### config.mk
export PLATFORM = sky130hd
export DESIGN_NAME = tdc_event_reader
export DESIGN_NICKNAME = d
export VERILOG_FILES = /design/src/rtl/tdc_event_reader.sv
export SDC_FILE = /design/constraint.sdc
export NUM_CORES = 1
export LEC_CHECK = 0
export CAP_MARGIN = 25
export CORE_MARGIN = 5
export CORE_UTILIZATION = 40
export DETAILED_ROUTE_END_ITERATION = 16
export SLEW_MARGIN = 20
export SYNTH_ARGS = -nofsm -noshare
export SYNTH_HDL_FRONTEND = slang
export SYNTH_SLANG_ARGS = --single-unit
### constraint.sdc
create_clock -name clk -period 8.6 [get_ports clk]
set_input_delay 1.72 -clock clk [delete_from_list [all_inputs] [get_ports clk]]
set_output_delay 1.72 -clock clk [all_outputs]
set_load 0.005 [all_outputs]
### src/rtl/tdc_event_reader.sv
// tdc_event_reader: captures TDC channel events into a first-word-fall-through FIFO and streams them out.
// Optional build macro TDC_READER_DROP_EN: discard events on a full FIFO instead of stalling the TDC.
module tdc_event_reader #(
    parameter int unsigned DEPTH         = 8,
    parameter logic [3:0]  CHANNEL_ID    = 4'd0,
    parameter int unsigned CLEAR_TIMEOUT = 15
) (
    input  logic                     clk,
    input  logic                     reset,
    input  logic                     tdc_hasEvent,
    input  logic [31:0]              tdc_timestamp,
    input  logic [31:0]              tdc_timeOverThreshold,
    output logic                     tdc_clear,
    input  logic                     sw_flush,
    output logic                     out_valid,
    input  logic                     out_ready,
    output logic [63:0]              out_data,
    output logic [3:0]               out_channel,
    output logic [$clog2(DEPTH):0]   fifo_count,
    output logic                     clear_err,
    output logic [15:0]              drop_count
);
    localparam int unsigned AW = $clog2(DEPTH);

    typedef enum logic [1:0] {IDLE, ACK, WAIT_DROP} state_t;

    state_t        state;
    logic [7:0]    timer;
    logic [63:0]   mem [DEPTH];
    logic [AW-1:0] wr_ptr;
    logic [AW-1:0] rd_ptr;
    logic          full;
    logic          event_seen;
    logic          capture;
    logic          pop;

    // Capture decisions use the registered count, so a same-cycle pop never frees space for it.
    assign full       = (fifo_count == (AW+1)'(DEPTH));
    assign event_seen = (state == IDLE) && tdc_hasEvent && !sw_flush;
    assign capture    = event_seen && !full;
    assign pop        = out_valid && out_ready;

    assign out_valid   = (fifo_count != '0);
    assign out_data    = out_valid ? mem[rd_ptr] : '0;
    assign out_channel = CHANNEL_ID;

    always_ff @(posedge clk) begin
        if (capture) begin
            mem[wr_ptr] <= {tdc_timestamp, tdc_timeOverThreshold};
        end
    end

    always_ff @(posedge clk or posedge reset) begin
        if (reset) begin
            wr_ptr     <= '0;
            rd_ptr     <= '0;
            fifo_count <= '0;
        end else if (sw_flush) begin
            wr_ptr     <= '0;
            rd_ptr     <= '0;
            fifo_count <= '0;
        end else begin
            if (capture) begin
                wr_ptr <= wr_ptr + AW'(1);
            end
            if (pop) begin
                rd_ptr <= rd_ptr + AW'(1);
            end
            case ({capture, pop})
                2'b10:   fifo_count <= fifo_count + (AW+1)'(1);
                2'b01:   fifo_count <= fifo_count - (AW+1)'(1);
                default: fifo_count <= fifo_count;
            endcase
        end
    end

    always_ff @(posedge clk or posedge reset) begin
        if (reset) begin
            state     <= IDLE;
            tdc_clear <= 1'b0;
            timer     <= '0;
            clear_err <= 1'b0;
        end else begin
            tdc_clear <= 1'b0;
            case (state)
                IDLE: begin
`ifdef TDC_READER_DROP_EN
                    if (event_seen) begin
`else
                    if (capture) begin
`endif
                        state     <= ACK;
                        tdc_clear <= 1'b1;
                    end
                end
                ACK: begin
                    timer <= 8'(CLEAR_TIMEOUT);
                    state <= WAIT_DROP;
                end
                WAIT_DROP: begin
                    // Timeout fires on the edge the counter reaches 0, giving a reissue CLEAR_TIMEOUT+1 cycles later.
                    if (!tdc_hasEvent) begin
                        state <= IDLE;
                    end else if (timer <= 8'd1) begin
                        timer     <= '0;
                        clear_err <= 1'b1;
                        tdc_clear <= 1'b1;
                        state     <= ACK;
                    end else begin
                        timer <= timer - 8'd1;
                    end
                end
                default: state <= IDLE;
            endcase
        end
    end

`ifdef TDC_READER_DROP_EN
    always_ff @(posedge clk or posedge reset) begin
        if (reset) begin
            drop_count <= '0;
        end else if (event_seen && full && (drop_count != 16'hFFFF)) begin
            drop_count <= drop_count + 16'd1;
        end
    end
`else
    assign drop_count = '0;
`endif

endmodule

==> summary.txt <==
first-pass GRT wire length: 65430 um
clock sinks: 534
Leakage: 7.652 nW
Yosys warning count: 0
count of different cell masters after synthesis: 48
width of the chip: 238.2 um
RSZ-0062 raised after global routing: false
Core Util, Final: 0.4835
EDFF count, synth: 512
post-route ant nets: 0
initial antenna violation count: 3
CP Launch Type: register
drt pass-1 iters: 5
area of the core: 0.05151 mm^2
gr usage total: 0.1508
commonest register cell after synthesis: edfxtp_1
Placer Congestion: 0.6971
Post-Place Setup Slack: 3.032 ns
WS Path Type: register to output pin
pin count of the biggest net entering global routing: 87
Clock transition at path regs: 0.06 ns
Setup TNS Final: 0 ns
Slew headroom: 0.3915
Final Hold Fails: 0
Synth top area share: 0.7378
Nets: 1221
clock latency on the worst-skew pair: 0.60 ns
Hold Crit Class: register to register
Req. time, crit path: 6.88 ns
slew of the pin with the lowest slew margin: 0.9001 ns
hpwl dp: 23530 um
CTS tree: built
P&R area growth vs syn: 19.53%
Routed WL per cell: 22.69 um
status: complete, no violations
Max stage delay cell, worst path: dfrtp_4
Final Setup Violations: 0
Tmin final: 5.245 ns
clock root cell: clkbuf_16
Avg Cell Area, Syn: 21.33 um^2
post-CTS resize count: 0
drt total wl: 42390 um
I/O Buffers: 139
cell chain of the critical path: buf_12 > mux4_2 > mux2i_1 > nor2_1 > clkdlybuf4s50_1
CP Max Fanout: 86
via count: 9756
arrival time at the worst endpoint: 3.52 ns
GRT overflow: 0
worst setup margin: 3.355 ns
Synth Instances: 977
pwr/cell area: 280.3 mW/mm^2
crit path capture type: output pin
Num CTS Buffers: 55
sequential fraction of the synthesis area: 0.7643
leading area contributor after synthesis: edfxtp_1
Post CTS Setup Buffer Count: 0
Setup Skew: 0.01514 ns
number of global-route vias before repair: 10566
top post-synthesis cells by area: edfxtp_1 (74%), mux4_2 (14%), mux2i_1 (3.2%)
# IOs: 160
Hold Buf Count CTS: 0
die area: 0.05676 mm^2
# fillers: 4240
Starting DRT DRC Count: 781
Slew Viols, Final: 0
Synth top cells by count: edfxtp_1 (512), mux4_2 (128), nor2_1 (83), mux2i_1 (66), clkbuf_1 (24)
most frequent cell after synthesis: edfxtp_1
Max H-tree Level: 2
period utilisation layout: 0.6098
DIE HEIGHT: 238.2 um
fmax: 0.1907 GHz
Worst path max stage delay: 0.72 ns
DRC: 0
Async SR Flop Fraction: 0.04120
Clock Path Buffers: 3
Peak VDD IR: 169.4 uV
Max Cap Viol: 0
count of state elements after synthesis: 534
layout cell share with drive strength beyond 1: 0.2030
Initial Utilization: 0.4045
Via-to-Cell Ratio: 5.223
# rows: 83
Syn Std Cell Area: 0.02084 mm^2
cell usage in the layout, fill, tap and decap left out, types with 5 or more instances in the layout:
| master | synthesis | routed |
|---|---|---|
| buf_16 | 0 | 5 |
| nand3_1 | 6 | 6 |
| a21oi_1 | 6 | 6 |
| conb_1 | 1 | 20 |
| clkbuf_1 | 24 | 17 |
| ha_1 | 6 | 6 |
| inv_1 | 6 | 6 |
| clkdlybuf4s50_1 | 0 | 139 |
| mux2i_1 | 66 | 66 |
| xor2_1 | 5 | 5 |
| bufinv_16 | 0 | 5 |
| nand2b_1 | 6 | 6 |
| mux4_2 | 128 | 128 |
| dfrtp_1 | 22 | 19 |
| edfxtp_1 | 512 | 512 |
| nand2_1 | 11 | 11 |
| nor2_4 | 0 | 6 |
| buf_4 | 21 | 9 |
| clkinv_2 | 0 | 5 |
| clkbuf_16 | 0 | 55 |
| nor2_1 | 83 | 77 |
| o21ai_0 | 10 | 10 |
| clkinv_1 | 0 | 10 |
per-stage QoR:
step                      power (mW)  hold slack, ns  cell area, um^2  cells
after floorplan                3.938          0.4650            20910    996
after global placement         4.766          0.4667            22990   1762
after detailed placement       4.780          0.4664            23110   1766
after CTS                      7.092          0.4876            24840   1864
after global routing           7.328          0.4978            24900   1867
final                          6.980          0.4821            24910   1868
sequential cells by signal (all words and copies together) (netlist names):
name	count
mem	512
fifo_count	4
timer	8
clear_err	1
wr_ptr	3
state	2
rd_ptr	3
tdc_clear	1
layout make-up:
class / instances / area [um^2] / share of cell area
sequential: 534 / 15940 / 0.6399
multi-input combinational: 390 / 4667 / 0.1874
timing repair buffer: 159 / 1699 / 0.06822
clock buffer: 72 / 1440 / 0.05782
tap: 680 / 850.8 / 0.03416
clock inverter: 26 / 287.8 / 0.01155
inverter: 6 / 22.52 / 0.0009042
antenna: 1 / 2.502 / 0.0001005
cell families after synthesis:
kind of cell             synth area share
AND/OR/NAND/NOR                   0.02978
AO/OA/AOI/OAI                     0.01093
adder cells (fa/ha/maj)          0.003603
buffers and inverters             0.01813
other                           0.0001800
multiplexers                       0.1706
flip-flops                         0.7643
XOR/XNOR                         0.002522
worst max-delay path, delay by kind of cell (launching register included):
kind          cells  cell delay, ns
flops             1            0.72
simple gates      1            0.07
mux               2            0.98
buf+inv           2            1.08
routing by layer:
metal | track usage | part of all wire | vias to the layer above
li1 | - | - | 4313
met1 | 0.2041 | 0.43 | 5150
met2 | 0.2542 | 0.50 | 225
met3 | 0.02878 | 0.054 | 64
met4 | 0.03930 | 0.018 | 4
met5 | 0 | 0.00064 | -
power by group:
part	switching, mW	total [mW]	internal, mW	leakage [nW]
Clock	0.967	2.30	1.33	0.841
Combinational	0.760	1.63	0.865	1.92
Sequential	0.0865	3.06	2.97	4.90
Total	1.81	6.98	5.17	7.65
path summary, 6_finish.rpt:
path	from	end	slack [ns]	cells after the start
hold reg to reg	clear_err$_DFFE_PP0P_	clear_err$_DFFE_PP0P_	0.48	1
setup / recovery	rd_ptr[0]$_DFFE_PP0P_	out_data[60]	3.36	5
setup reg to reg	state[1]$_DFFE_PP0P_	mem[2][31]$_DFFE_PP_	5.16	4
max in group asynchronous	reset	rd_ptr[0]$_DFFE_PP0P_	6.81	3
hold / removal	clear_err$_DFFE_PP0P_	clear_err$_DFFE_PP0P_	0.48	1
min in group asynchronous	reset	tdc_clear$_DFF_PP0_	1.38	2
No activity file was read; power rests on OpenSTA's default activity.
